### src/rtl/hdbn_pkg.sv
// Shared symbol and polarity encodings for the HDBn line encoder.
// Also provides the legality check for the zero-run length.
package hdbn_pkg;

  localparam logic [1:0] SYM_ZERO = 2'b00;
  localparam logic [1:0] SYM_MARK = 2'b01;
  localparam logic [1:0] SYM_B    = 2'b10;
  localparam logic [1:0] SYM_V    = 2'b11;

  localparam logic POL_NEG = 1'b0;
  localparam logic POL_POS = 1'b1;

  function automatic bit zrun_legal(input int zrun);
    return (zrun >= 2) && (zrun <= 8);
  endfunction

endpackage

### src/rtl/hdbn_polarity.sv
// Registered AMI polarity stage. Marks and B pulses alternate polarity;
// V pulses repeat the last polarity so the receiver can spot them.
module hdbn_polarity
  import hdbn_pkg::*;
(
  input  logic       clk,
  input  logic       rst_n,
  input  logic       i_en,
  input  logic [1:0] i_sym,
  output logic       o_pos,
  output logic       o_neg,
  output logic [1:0] o_sym
);

  logic       r_last_pol;
  logic       r_pos;
  logic       r_neg;
  logic [1:0] r_sym;
  logic       w_flip;

  assign w_flip = ~r_last_pol;

  always_ff @(posedge clk) begin
    if (!rst_n) begin
      r_last_pol <= POL_NEG;
      r_pos      <= 1'b0;
      r_neg      <= 1'b0;
      r_sym      <= SYM_ZERO;
    end else if (i_en) begin
      r_sym <= i_sym;
      case (i_sym)
        SYM_MARK, SYM_B: begin
          r_pos      <= (w_flip == POL_POS);
          r_neg      <= (w_flip == POL_NEG);
          r_last_pol <= w_flip;
        end
        SYM_V: begin
          r_pos <= (r_last_pol == POL_POS);
          r_neg <= (r_last_pol == POL_NEG);
        end
        default: begin
          r_pos <= 1'b0;
          r_neg <= 1'b0;
        end
      endcase
    end
  end

  assign o_pos = r_pos;
  assign o_neg = r_neg;
  assign o_sym = r_sym;

endmodule

### src/rtl/hdbn_encoder.sv
// HDBn line encoder: replaces each run of ZRUN zeros with a B..V pattern
// and drives ternary pos/neg pulses; ami_mode bypasses substitution.
module hdbn_encoder
  import hdbn_pkg::*;
#(
  parameter int ZRUN  = 4,
  parameter int CNT_W = 16
) (
  input  logic             clk,
  input  logic             rst_n,
  input  logic             en,
  input  logic             nrz_in,
  input  logic             ami_mode,
  output logic             out_valid,
  output logic [1:0]       out_sym,
  output logic             pos_out,
  output logic             neg_out,
  output logic [CNT_W-1:0] sub_cnt
);

  // Out-of-range run lengths fall back to HDB3.
  localparam int ZR = zrun_legal(ZRUN) ? ZRUN : 4;
  localparam int ZW = $clog2(ZR);
  localparam int PW = $clog2(ZR + 1);

  logic [1:0]       r_sr [ZR];
  logic [ZW-1:0]    r_zcnt;
  logic             r_parity;
  logic [PW-1:0]    r_prime;
  logic [CNT_W-1:0] r_sub_cnt;
  logic             r_out_valid;

  logic             w_sub;
  logic             w_ins_b;
  logic [1:0]       w_new_sym;

  assign w_sub     = en && !nrz_in && !ami_mode && (r_zcnt == ZW'(ZR - 1));
  assign w_ins_b   = w_sub && !r_parity;
  assign w_new_sym = nrz_in ? SYM_MARK : (w_sub ? SYM_V : SYM_ZERO);

  // out_valid is a one-cycle pulse on the cycle after a primed en; there is
  // no back-pressure, the line driver must take every symbol it is given.
  always_ff @(posedge clk) begin
    if (!rst_n) begin
      for (int i = 0; i < ZR; i++) r_sr[i] <= SYM_ZERO;
      r_zcnt      <= '0;
      r_parity    <= 1'b0;
      r_prime     <= '0;
      r_sub_cnt   <= '0;
      r_out_valid <= 1'b0;
    end else if (en) begin
      r_sr[0] <= w_new_sym;
      for (int i = 1; i < ZR; i++) r_sr[i] <= r_sr[i-1];
      // The oldest zero of the run becomes B when the mark count is even.
      if (w_ins_b) r_sr[ZR-1] <= SYM_B;

      if (nrz_in || w_sub || ami_mode) r_zcnt <= '0;
      else                             r_zcnt <= r_zcnt + 1'b1;

      if (w_sub)       r_parity <= 1'b0;
      else if (nrz_in) r_parity <= ~r_parity;

      if (w_sub && !(&r_sub_cnt)) r_sub_cnt <= r_sub_cnt + 1'b1;

      if (r_prime != PW'(ZR)) r_prime <= r_prime + 1'b1;
      r_out_valid <= (r_prime == PW'(ZR));
    end else begin
      r_out_valid <= 1'b0;
    end
  end

  hdbn_polarity u_polarity (
    .clk   (clk),
    .rst_n (rst_n),
    .i_en  (en),
    .i_sym (r_sr[ZR-1]),
    .o_pos (pos_out),
    .o_neg (neg_out),
    .o_sym (out_sym)
  );

  assign out_valid = r_out_valid;
  assign sub_cnt   = r_sub_cnt;

endmodule
### config.mk
export PLATFORM = sky130hd
export DESIGN_NAME = hdbn_encoder
export DESIGN_NICKNAME = d
export VERILOG_FILES = /design/src/rtl/hdbn_pkg.sv /design/src/rtl/hdbn_polarity.sv /design/src/rtl/hdbn_encoder.sv
export SDC_FILE = /design/constraint.sdc
export NUM_CORES = 1
export LEC_CHECK = 0
export BUFFER_PORTS_ARGS = -buffer_cell sky130_fd_sc_hd__buf_2
export CAP_MARGIN = 20
export CORE_MARGIN = 4
export CORE_UTILIZATION = 45
export CTS_BUF_LIST = sky130_fd_sc_hd__clkbuf_8
export DETAILED_ROUTE_END_ITERATION = 6
export MAX_ROUTING_LAYER = met4
export PLACE_DENSITY_LB_ADDON = 0.1
export SLEW_MARGIN = 40
export SYNTH_ARGS = -nofsm -noshare
export SYNTH_HDL_FRONTEND = slang
export SYNTH_HIERARCHICAL = 1
export SYNTH_SLANG_ARGS = --single-unit
export TNS_END_PERCENT = 50
### constraint.sdc
create_clock -name clk -period 2.2 [get_ports clk]
set_clock_uncertainty 0.1 [all_clocks]
set_input_delay 0.44 -clock clk [delete_from_list [all_inputs] [get_ports clk]]
set_output_delay 0.44 -clock clk [all_outputs]
set_load 0.005 [all_outputs]
Word level (Yosys, flattened, before mapping)
Memories as Yosys holds them, arrays and structs flattened.
Index checks and enable logic that the tools add are counted.
- memories: 1
- logic and storage cells: 65
- flip-flop bits (word level): 28
- RAM bits: 8
- bits of input ports: 5
- output and inout port bits: 21
- reduce and logical (&&, ||, !) cells: 19
- multiplexer cells: 20
- eq/ne operators: 6
- add/sub/neg operators: 3
- bitwise logic cells: 7
- memories (name ; depth ; width ; rd ports ; clocked after memory_dff ; write ports ; line ; text):
    r_sr ; 4 ; 2 ; 4 ; 0 ; 4 ; hdbn_encoder.sv:26 ; logic [1:0] r_sr [ZR];
- operator list (operator ; count):
    $add 16x1->16 const B ; 1
    $mux 2 ; 8
    $reduce_and 16->1 ; 1
    $mux 1 ; 10
    $reduce_and 2->1 ; 5
    $eq 2x2->1 const B ; 3
    $logic_and 1x1->1 ; 5
    $or 1x1->1 ; 5
    $logic_not 1->1 ; 4
    $pmux 1 s2 ; 2
    $add 3x1->3 const B ; 1
    $eq 3x3->1 const B ; 1
    $ne 3x3->1 const B ; 1
    $add 2x1->2 const B ; 1
    $eq 2x1->1 const B ; 1
    $logic_or 1x1->1 ; 2
    $not 1->1 ; 2
    $reduce_bool 2->1 ; 1
    $reduce_or 2->1 ; 1

Logic depth before layout (Yosys ltp)
Gate-level depths: netlist of run 1.
- depth after elaboration: 10
- depth in mapped cells: 6
- mapped depth without buffers: 6

By module
The synthesis of run 1 kept the hierarchy.
- by module, submodules not included (module ; seq. area each (µm²) ; area each (µm²) ; instances ; cells an instance):
    hdbn_encoder ; 700.7 ; 1486.4 ; 1 ; 159
    hdbn_polarity ; 100.1 ; 220.2 ; 1 ; 20

Worst setup path after synthesis of run 1
Ideal clock, no wire load.
- kind: register -> register
- start point: register r_sub_cnt[0], in the netlist sub_cnt[0]
- end point: register r_sub_cnt[14], in the netlist sub_cnt[14]
- arrival: 1.814 ns
- required time: 2.029 ns
- clock period less this slack: 1.985 ns
- setup slack: 0.215 ns
- library setup time: 0.071 ns
- buffers on the path: 0
- stages on the path, launching flop included: 6
- cell sequence: dfxtp_1 > ha_1 > nand3_1 > or4_4 > or4_1 > a21oi_1
- longest elaborated chain between the ends: 4
- elaborated cells between the ends (all ways): 5
- classes of those cells: add/sub: 1; reduce/logical: 4
- ends and longest elaborated chain (item ; line ; text):
    start: declaration ; hdbn_encoder.sv:30 ; logic [CNT_W-1:0] r_sub_cnt;
    start signal: assignment ; hdbn_encoder.sv:63 ; if (w_sub && !(&r_sub_cnt)) r_sub_cnt <= r_sub_cnt + 1'b1;
    branches (longest 4 deep; another with $add 16x1->16) ; - ;
Parallel ways; which one is timed is not known.
A chain may end at the register's enable or synchronous reset.

Worst setup path in the final report of run 1
- start point: register r_sub_cnt[0], in the netlist sub_cnt[0]
- end point: register r_sub_cnt[12], in the netlist sub_cnt[12]
The elaborated chain is that of the path after synthesis.

==> results of run 1 <==
==> registers in the layout (all words and copies together), names as in the netlist <==
register,flops
u_polarity/o_sym,2
u_polarity/r_last_pol,1
u_polarity/o_neg,1
r_parity,1
r_zcnt,2
out_valid,1
r_sr,8
u_polarity/o_pos,1
sub_cnt,16
r_prime,3
==> final cells by class <==
cell class	count	area [um^2]	share of cell area, %
clock buffer	7	96.3	4.78
clock inverter	1	3.75	0.186
inverter	3	11.3	0.559
multi-input combinational	133	857	42.5
sequential	36	801	39.8
tap	48	60.1	2.98
timing repair buffer	33	185	9.19
==> layout by cell type, fill, tap and decap left out, drive strengths merged, types with 3 or more instances in the layout <==
master / count
o21ai: 8
or3: 3
o31ai: 7
nand2b: 4
nor3: 4
inv: 4
nand2: 11
nor2: 12
a21oi: 19
ha: 5
edfxtp: 8
nand3: 10
mux2i: 7
or4: 9
clkbuf: 7
and3: 5
buf: 33
nand4: 6
nor4: 3
dfxtp: 28
==> power breakdown <==
part           switching (W)  total [W]  internal [W]
logic              0.0000460  0.0000817     0.0000358
registers          0.0000111   0.000707      0.000696
clock network       0.000225   0.000506      0.000281
==> cell families after synthesis <==
logic type	after synthesis
AOI/OAI and AO/OA	40
xor gates and xnor gates	1
adders and majority gates	5
buffers and inverters	10
DFF	36
muxes	7
and+or+nand+nor	80
==> how the worst min path moves through the flow <==
stage                            start                    to  slack (ps)
6_report       r_prime[2]$_SDFFE_PN0P_  out_valid$_SDFF_PN0_         370
5_1_grt        r_prime[2]$_SDFFE_PN0P_  out_valid$_SDFF_PN0_         390
4_1_cts        r_prime[2]$_SDFFE_PN0P_  out_valid$_SDFF_PN0_         370
3_5_place_dp   r_prime[2]$_SDFFE_PN0P_  out_valid$_SDFF_PN0_         360
3_3_place_gp   r_prime[2]$_SDFFE_PN0P_  out_valid$_SDFF_PN0_         350
2_1_floorplan  r_prime[2]$_SDFFE_PN0P_  out_valid$_SDFF_PN0_         330
==> metal layers <==
| layer | vias up | wire length (um) | part of all wire, % | GRT usage [%] |
|---|---|---|---|---|
| li1 | 744 | - | - | - |
| met1 | 721 | 1770 | 47 | 21.2 |
| met2 | 36 | 1760 | 47 | 26.0 |
| met3 | 5 | 195 | 5.2 | 4.06 |
| met4 | 0 | 46 | 1.2 | 7.81 |
| met5 | - | 0 | 0 | - |
==> metrics by stage <==
step	cell area [um^2]	setup slack (ps)	hold slack, ps
2_1_floorplan	1710	215	334
3_3_place_gp	1910	138	347
3_5_place_dp	1910	48.9	356
4_1_cts	2010	118	369
5_1_grt	2010	19.7	387
6_report	2010	108	372
==> worst reg2reg max path: stages, from the launching register on <==
cell	delay, ps
dfxtp_1	430
ha_1	250
nand3_1	120
or4_4	530
or4_1	420
a21oi_1	170
==> flow_metrics.env, run 1 <==
export IMPL_worst_path_stages=5
export IMPL_cts_buffers=5
export IMPL_ys_types=37
export IMPL_synth_adder_area_share_pct=3.67
export IMPL_r2r_end="sub_cnt[12]$_SDFFE_PN0P_"
export IMPL_cts_tree="done"
export IMPL_cp_start_kind="flip-flop"
export IMPL_clk_latency_ps=280
export IMPL_drive_above_1_share_pct=21.1
export IMPL_yosysMostFrequentCell="dfxtp_1"
export IMPL_fmax_mhz=478
export IMPL_synth_mux_area_fraction_pct=4.11
export IMPL_grt_usage_pct=17.0
export IMPL_syn_instance_count=179
export IMPL_synth_edf_count=8
export IMPL_tightest_slew_ps=412
export IMPL_postCtsHoldBufs=0
export IMPL_drc_errors=0
export IMPL_cp_buffers_inverters=0
export IMPL_hold_viol=0
export IMPL_path_clk_slew_ps=70
export IMPL_r2r_start="sub_cnt[0]$_SDFFE_PN0P_"
export IMPL_row_count=22
export IMPL_pin_count=26
export IMPL_cts_htree_levels=2
export IMPL_holdPathStages=2
export IMPL_worstSetupEndpointType="flip-flop"
export IMPL_syn_area_per_cell_um2=9.53
export IMPL_crit_required_ps=2310
export IMPL_status="completed"
export IMPL_cpMaxStageDelayCell="or4_4"
export IMPL_mappedNetlistNets=189
export IMPL_io_buffers=25
export IMPL_synth_seq_cells=36
export IMPL_r2r_slack_ps=110
export IMPL_vdd_ir_drop_max_v=0.000461
export IMPL_max_cap_viol_count=0
export IMPL_ys_seq_area_share_pct=46.9
export IMPL_die_w_um=69.6
export IMPL_root_buffer="clkbuf_8"
export IMPL_reg2reg_depth=5
export IMPL_grt_pass1_wl_mm=6.60
export IMPL_dieArea_mm2=0.00484
export IMPL_endpoint="sub_cnt[12]$_SDFFE_PN0P_"
export IMPL_grt_max_degree=19
export IMPL_slowest_delay_ps=530
export IMPL_drv_slew=0
export IMPL_totalPowerFinal_w=0.00129
export IMPL_critPathMaxFanout=7
export IMPL_rsz0062_at_grt="false"
export IMPL_vias=1506
export IMPL_slew_headroom_pct=72.4
export IMPL_final_setup_viol_count=0
export IMPL_antenna_found_initial=0
export IMPL_period_share_pct=95.1
export IMPL_synth_top_area_cell="dfxtp_1"
export IMPL_antenna_cells=0
export IMPL_setup_tns_final_ps=0
export IMPL_synth_area_leaders="dfxtp_1, edfxtp_1, a21oi_1"
export IMPL_cts_path_max_buffers=2
export IMPL_synth_top_area_share_pct=32.8
export IMPL_synth_top_family_by_area="simple AND/OR/NAND/NOR gates"
export IMPL_synth_compound_area_share_pct=13.8
export IMPL_final_util_pct=55.0
export IMPL_routed_wl_mm=3.78
export IMPL_synthXorXnorAreaFrac_pct=0.513
export IMPL_layout_nets=222
export IMPL_fp_coreArea_mm2=0.00366
export IMPL_p_leak_nw=0.796
export IMPL_place_gp_congestion=0.841
export IMPL_synth_async_reset_ratio_pct=0
export IMPL_die_y_um=69.6
export IMPL_vias_per_cell=5.77
export IMPL_hold_class="flip-flop to flip-flop"
export IMPL_drt_wirelength_per_cell_um=14.5
export IMPL_synth_top_flop_cell="dfxtp_1"
export IMPL_stdcell_count=261
export IMPL_crit_type="flip-flop to flip-flop"
export IMPL_cp_top_family="simple AND/OR/NAND/NOR gates"
export IMPL_grt_pass1_vias=1492
export IMPL_drt_iter0_drc=116
export IMPL_cts_resized_gates=0
export IMPL_area_growth_pct=18.0
export IMPL_power_density_mw_per_mm2=643
export IMPL_gr_total_overflow=0
export IMPL_worstPathCellList="ha_1 -> nand3_1 -> or4_4 -> or4_1 -> a21oi_1"
export IMPL_start_util_pct=46.6
export IMPL_yosys_area_share_simple_pct=28.2
export IMPL_antenna_left=0
export IMPL_netlist_top_cells_count="dfxtp_1, a21oi_1, nor2_1"
export IMPL_dpl_cell_count=253
export IMPL_fillers=344
export IMPL_cts_sink_count=36
export IMPL_cp_arrival_ps=2200
export IMPL_syn_area_mm2=0.00171
export IMPL_dp_hpwl_mm=2.68
export IMPL_crit_start="sub_cnt[0]$_SDFFE_PN0P_"
export IMPL_post_cts_setup_buffers=0
export IMPL_yosys_warnings=6
export IMPL_drt_first_pass_iters=4
export IMPL_post_route_min_period_ps=2090
Note: power is estimated with default switching activity, not from simulation.
==> run 2, diff against run 1 <==
- ABC_AREA: not set -> 1
- CTS_CLUSTER_SIZE: not set -> 14
==> run 2 against run 1 <==
Clock power grew 14%. Clock-buffer cell count shrank 2. Final area grew 5.4%. Global-route usage shrank 0.14 points. Synthesized cell count grew 39%. Combinational power shrank 8.1%. First-iteration DRC count shrank 36%. Maximum frequency grew 17%. Die area grew 7.5%. Sequential power is essentially flat. Largest cell class unchanged. Highest routed layer unchanged.
==> flow_metrics.env, run 2 <==
export IMPL_antenna_left=0
export IMPL_setup_tns_final_ps=0
export IMPL_die_w_um=72.2
export IMPL_ys_seq_area_share_pct=43.2
export IMPL_synth_top_flop_cell="dfxtp_1"
export IMPL_cts_tree="done"
export IMPL_grt_usage_pct=16.8
export IMPL_path_clk_slew_ps=70
export IMPL_p_clk_share_pct=42.4
export IMPL_cts_path_max_buffers=2
export IMPL_met2_usage_pct=26.7
export IMPL_fp_coreArea_mm2=0.00400
export IMPL_use_met3_pct=4.29
export IMPL_pin_count=26
export IMPL_worstSetupEndpointType="flip-flop"
export IMPL_syn_instance_count=249
export IMPL_routed_wl_mm=3.73
export IMPL_final_util_pct=53.1
export IMPL_place_gp_congestion=0.839
export IMPL_post_cts_setup_buffers=0
export IMPL_drt_wirelength_per_cell_um=11.4
export IMPL_hold_class="flip-flop to flip-flop"
export IMPL_gr_total_overflow=0
export IMPL_p_comb_share_pct=5.5
export IMPL_stdcell_area_mm2=0.00212
export IMPL_grt_busiest_layer="met2"
export IMPL_synth_top_area_share_pct=30.3
export IMPL_seq_power_share_pct=52.1
export IMPL_layout_nets=287
export IMPL_drive_above_1_share_pct=19.1
export IMPL_totalPowerFinal_w=0.00136
export IMPL_area_growth_pct=14.7
export IMPL_final_common_cell="nand2_1"
export IMPL_crit_type="flip-flop to flip-flop"
export IMPL_rsz0062_at_grt="false"
export IMPL_drv_slew=0
export IMPL_ys_types=28
export IMPL_cp_arrival_ps=1870
export IMPL_grt_max_degree=17
export IMPL_drt_iter0_drc=74
export IMPL_synth_async_reset_ratio_pct=0
export IMPL_cts_buffers=5
export IMPL_syn_area_per_cell_um2=7.44
export IMPL_cp_start_kind="flip-flop"
export IMPL_grt_pass1_wl_mm=6.69
export IMPL_row_count=23
export IMPL_final_setup_viol_count=0
export IMPL_postPlaceCellArea_mm2=0.00201
export IMPL_root_buffer="clkbuf_8"
export IMPL_switchingPower_w=0.000299
export IMPL_vias_per_cell=4.81
export IMPL_fin_hold_ws_ps=375
export IMPL_die_y_um=72.2
export IMPL_postCtsHoldBufs=0
export IMPL_critPathMaxFanout=15
export IMPL_grt_pass1_vias=1502
export IMPL_drc_errors=0
export IMPL_start_util_pct=46.3
export IMPL_layout_common_cells="nand2_1, nor2_1, dfxtp_1"
export IMPL_vdd_ir_drop_max_v=0.000432
export IMPL_grtUsageMet1_pct=20.2
export IMPL_status="completed"
export IMPL_antenna_cells=0
export IMPL_intPower_w=0.00106
export IMPL_largest_reg_flops=16
export IMPL_synth_edf_count=8
export IMPL_fmax_mhz=561
export IMPL_drt_first_pass_iters=4
export IMPL_syn_area_mm2=0.00185
export IMPL_cts_resized_gates=0
export IMPL_synth_top_area_cell="dfxtp_1"
export IMPL_io_buffers=25
export IMPL_netlist_top_cells_count="nand2_1, nor2_1, dfxtp_1"
export IMPL_power_density_mw_per_mm2=639
export IMPL_switching_share_pct=22.1
export IMPL_post_route_min_period_ps=1780
export IMPL_crit_required_ps=2280
export IMPL_yosys_warnings=6
export IMPL_vias=1577
export IMPL_fillers=409
export IMPL_mappedNetlistNets=259
export IMPL_yosysMostFrequentCell="nand2_1"
export IMPL_cts_sink_count=36
export IMPL_synth_area_leaders="dfxtp_1, nand2_1, edfxtp_1"
export IMPL_synth_seq_cells=36
export IMPL_cts_htree_levels=2
export IMPL_clk_latency_ps=290
export IMPL_max_cap_viol_count=0
export IMPL_dieArea_mm2=0.00521
export IMPL_dp_hpwl_mm=2.74
export IMPL_period_share_pct=81.1
export IMPL_tightest_slew_ps=372
export IMPL_slew_headroom_pct=75.1
export IMPL_p_leak_nw=0.908
export IMPL_hold_viol=0
export IMPL_antenna_found_initial=0
==> run 2: cell count changes in the layout (fill, tap and decap cells not counted), moves of 6 or more <==
cell,before,now
mux2i_1,7,0
o31ai_1,7,1
inv_1,4,27
nand2_1,11,66
nand3_1,10,17
nor2_1,12,32
buf_4,8,1
or4_1,8,0
==> run 2: power groups by stage <==
stage / clock network (W) / registers, W / logic (W)
floorplan: 0 / 0.000720 / 0.0000520
global placement: 0 / 0.000722 / 0.0000762
detailed placement: 0 / 0.000721 / 0.0000758
CTS: 0.000591 / 0.000706 / 0.0000761
global route: 0.000619 / 0.000709 / 0.0000880
finish: 0.000575 / 0.000706 / 0.0000751
==> run 2: routing by layer <==
metal	wire (um)	vias to the layer above
li1	-	849
met1	1780	689
met2	1710	27
met3	149	12
met4	97	0
met5	0	-
==> run 2: final cells by class <==
| type | instances | area, um^2 | share of cell area (%) |
|---|---|---|---|
| clock inverters | 3 | 42.5 | 2.00 |
| clock buffers | 5 | 68.8 | 3.24 |
| flip-flops and latches | 36 | 801 | 37.7 |
| repair buffers | 26 | 133 | 6.25 |
| well taps | 50 | 62.6 | 2.95 |
| inverters | 31 | 116 | 5.48 |
| multi-input cells | 177 | 900 | 42.4 |
==> run 2: worst paths after layout <==
kind,depth (start not counted),slack [ps],to,start
max,8,420,sub_cnt[13]$_SDFFE_PN0P_,sub_cnt[0]$_SDFFE_PN0P_
min,2,370,u_polarity/o_neg$_SDFFE_PN0P_,u_polarity/o_neg$_SDFFE_PN0P_
max reg2reg,8,420,sub_cnt[13]$_SDFFE_PN0P_,sub_cnt[0]$_SDFFE_PN0P_
min reg2reg,2,370,u_polarity/o_neg$_SDFFE_PN0P_,u_polarity/o_neg$_SDFFE_PN0P_
==> run 2: critical path, stage by stage (launching register included) <==
cell     delay [ps]
dfxtp_1         470
ha_1            320
inv_2            70
nor2_4          130
nand2_2          80
nor2_1          180
nor2_4          120
a21oi_1         160
nor2_1           60
==> run 2: cells by family after synthesis <==
group / count (synthesis) / synth area share [%]
simple gates: 138 / 33.5
buf+inv: 36 / 8.17
flops: 36 / 43.2
compound gates: 27 / 8.38
xor+xnor: 7 / 3.31
fa+ha+maj: 5 / 3.38
==> run 2: through the flow <==
step / std cells / setup slack, ps
2_1_floorplan: 249 / 528
3_3_place_gp: 320 / 426
3_5_place_dp: 320 / 400
4_1_cts: 328 / 383
5_1_grt: 328 / 167
6_report: 328 / 417
==> run 3, diff against run 2 <==
- ABC_AREA: 1 -> 0
- clock period: 2.2 -> 1.62 ns (I/O delays scaled with it)
==> run 3 against run 2 <==
The flow now finishes with violations (setup timing). Critical path depth is 3 lower. Non-clock buffer count up 47. Via count grew 4.6%. Global-route usage increased by 1.8 points. Sequential power increased by 36%. Wire length grew 13%. Largest power group unchanged.
==> flow_metrics.env, run 3 (same netlist as run 1, synthesis figures left out) <==
export IMPL_dieArea_mm2=0.00484
export IMPL_dp_hpwl_mm=3.08
export IMPL_antenna_left=0
export IMPL_drt_wirelength_per_cell_um=14.0
export IMPL_hold_viol=0
export IMPL_cts_path_max_buffers=2
export IMPL_root_buffer="clkbuf_8"
export IMPL_post_route_min_period_ps=1810
export IMPL_final_setup_viol_count=14
export IMPL_switching_share_pct=21.9
export IMPL_r2r_end="sub_cnt[14]$_SDFFE_PN0P_"
export IMPL_drt_iter0_drc=70
export IMPL_p_comb_share_pct=6.6
export IMPL_cts_buffers=5
export IMPL_tightest_slew_ps=431
export IMPL_gr_total_overflow=0
export IMPL_worstSetupEndpointType="flip-flop"
export IMPL_violations="setup timing"
export IMPL_antenna_found_initial=0
export IMPL_endpoint="sub_cnt[14]$_SDFFE_PN0P_"
export IMPL_hold_class="primary input to flip-flop"
export IMPL_largest_reg_flops=16
export IMPL_place_gp_congestion=0.846
export IMPL_postPlaceCellArea_mm2=0.00222
export IMPL_io_buffers=25
export IMPL_stdcell_area_mm2=0.00247
export IMPL_clk_latency_ps=290
export IMPL_status="finished with violations"
export IMPL_fillers=301
export IMPL_die_y_um=69.6
export IMPL_area_growth_pct=44.6
export IMPL_fp_coreArea_mm2=0.00366
export IMPL_grt_max_degree=19
export IMPL_drive_above_1_share_pct=43.5
export IMPL_routed_wl_mm=4.22
export IMPL_vias_per_cell=5.48
export IMPL_rsz0062_at_grt="true"
export IMPL_vias=1650
export IMPL_seq_power_share_pct=51.6
export IMPL_drt_first_pass_iters=4
export IMPL_cts_sink_count=36
export IMPL_die_w_um=69.6
export IMPL_final_common_cell="buf_4"
export IMPL_vdd_ir_drop_max_v=0.000473
export IMPL_cts_htree_levels=2
export IMPL_grt_pass1_vias=1604
export IMPL_fin_ws_ps=-194
export IMPL_p_clk_share_pct=41.8
export IMPL_grt_usage_pct=18.6
export IMPL_crit_type="flip-flop to flip-flop"
export IMPL_crit_start="sub_cnt[1]$_SDFFE_PN0P_"
export IMPL_period_share_pct=112
export IMPL_path_clk_slew_ps=70
export IMPL_r2r_slack_ps=-190
export IMPL_row_count=22
export IMPL_dpl_cell_count=288
export IMPL_layout_nets=262
export IMPL_max_cap_viol_count=0
export IMPL_intPower_w=0.00145
export IMPL_start_util_pct=46.6
export IMPL_reg2reg_depth=5
export IMPL_r2r_start="sub_cnt[1]$_SDFFE_PN0P_"
export IMPL_fmax_mhz=551
export IMPL_p_leak_nw=1.01
export IMPL_crit_required_ps=1750
export IMPL_cts_tree="done"
export IMPL_slew_headroom_pct=71.2
export IMPL_stdcell_count=301
export IMPL_layout_common_cells="buf_4, buf_2, dfxtp_1"
export IMPL_grt_pass1_wl_mm=7.11
export IMPL_power_density_mw_per_mm2=751
export IMPL_drc_errors=0
export IMPL_antenna_cells=0
export IMPL_cp_start_kind="flip-flop"
export IMPL_drv_slew=0
export IMPL_critPathMaxFanout=5
export IMPL_final_util_pct=67.4
export IMPL_pin_count=26
export IMPL_cp_arrival_ps=1940
export IMPL_switchingPower_w=0.000406
[run 3: cell types whose count changed in the layout (fill, tap and decap cells not counted), moves of 5 or more]
cell / before / now
buf_4: 1 / 46
nor2_1: 32 / 11
nand3_1: 17 / 6
nor2_2: 5 / 0
or4_4: 0 / 5
nand2_1: 66 / 10
o31ai_1: 1 / 6
inv_1: 27 / 4
and3_1: 0 / 5
mux2i_1: 0 / 7
[run 3: area by class of cell]
cell class              count  area [um^2]  share of cell area, %
well taps                  48         60.1                   2.43
clock inverters             3         38.8                   1.57
clock buffers               5         68.8                   2.79
repair buffers             73          493                   20.0
inverters                   3         11.3                  0.456
multi-input cells         133          985                   39.9
flip-flops and latches     36          811                   32.9
[run 3: worst min-delay path by stage]
| stage | start | endpoint | slack (ps) | cells past startpoint |
|---|---|---|---|---|
| 5_1_grt | rst_n | sub_cnt[3]$_SDFFE_PN0P_ | 280 | 2 |
| 3_5_place_dp | r_prime[2]$_SDFFE_PN0P_ | out_valid$_SDFF_PN0_ | 350 | 2 |
| 6_report | rst_n | sub_cnt[3]$_SDFFE_PN0P_ | 270 | 2 |
| 2_1_floorplan | r_prime[2]$_SDFFE_PN0P_ | out_valid$_SDFF_PN0_ | 330 | 2 |
| 4_1_cts | rst_n | sub_cnt[3]$_SDFFE_PN0P_ | 270 | 2 |
| 3_3_place_gp | r_prime[2]$_SDFFE_PN0P_ | out_valid$_SDFF_PN0_ | 340 | 2 |
[run 3: per-layer routing]
| layer | routed length (um) | global-route usage, % |
|---|---|---|
| met4 | 63 | 6.94 |
| met2 | 2110 | 29.9 |
| met3 | 199 | 5.51 |
| met5 | 0 | - |
| met1 | 1850 | 22.1 |
[run 3: stage by stage]
stage	setup WS (ps)	total power, W	hold WS, ps	TNS, ps
finish	-194	0.00185	266	-1330
global route	-258	0.00192	277	-2360
CTS	-194	0.00186	268	-1190
detailed placement	-224	0.00110	349	-1710
global placement	-172	0.00109	344	-1350
floorplan	-170	0.00105	334	-1340
[run 3: power by group through the flow]
| stage | registers (W) | logic (W) | clock network, W |
|---|---|---|---|
| 4_1_cts | 0.000957 | 0.000122 | 0.000784 |
| 3_5_place_dp | 0.000977 | 0.000122 | 0 |
| 3_3_place_gp | 0.000975 | 0.000113 | 0 |
| 5_1_grt | 0.000959 | 0.000138 | 0.000826 |
| 6_report | 0.000957 | 0.000122 | 0.000775 |
| 2_1_floorplan | 0.000975 | 0.0000784 | 0 |
[run 3: what timing repair did]
| item | CTS | global route |
|---|---|---|
| pin swaps | 4 | 7 |
| setup endpoints to repair | 14 | 16 |
| buffers inserted | 0 | 5 |
| endpoints found under the hold margin | 0 | 0 |
| gates resized for setup | 6 | 18 |
| hold buffers | 0 | 0 |
[run 3: critical path, stage by stage, from the launching register on]
cell and delay (ps):
dfxtp_4 360, ha_4 140, nand3_4 70, or4_4 520
or4_4 430, a21oi_2 130
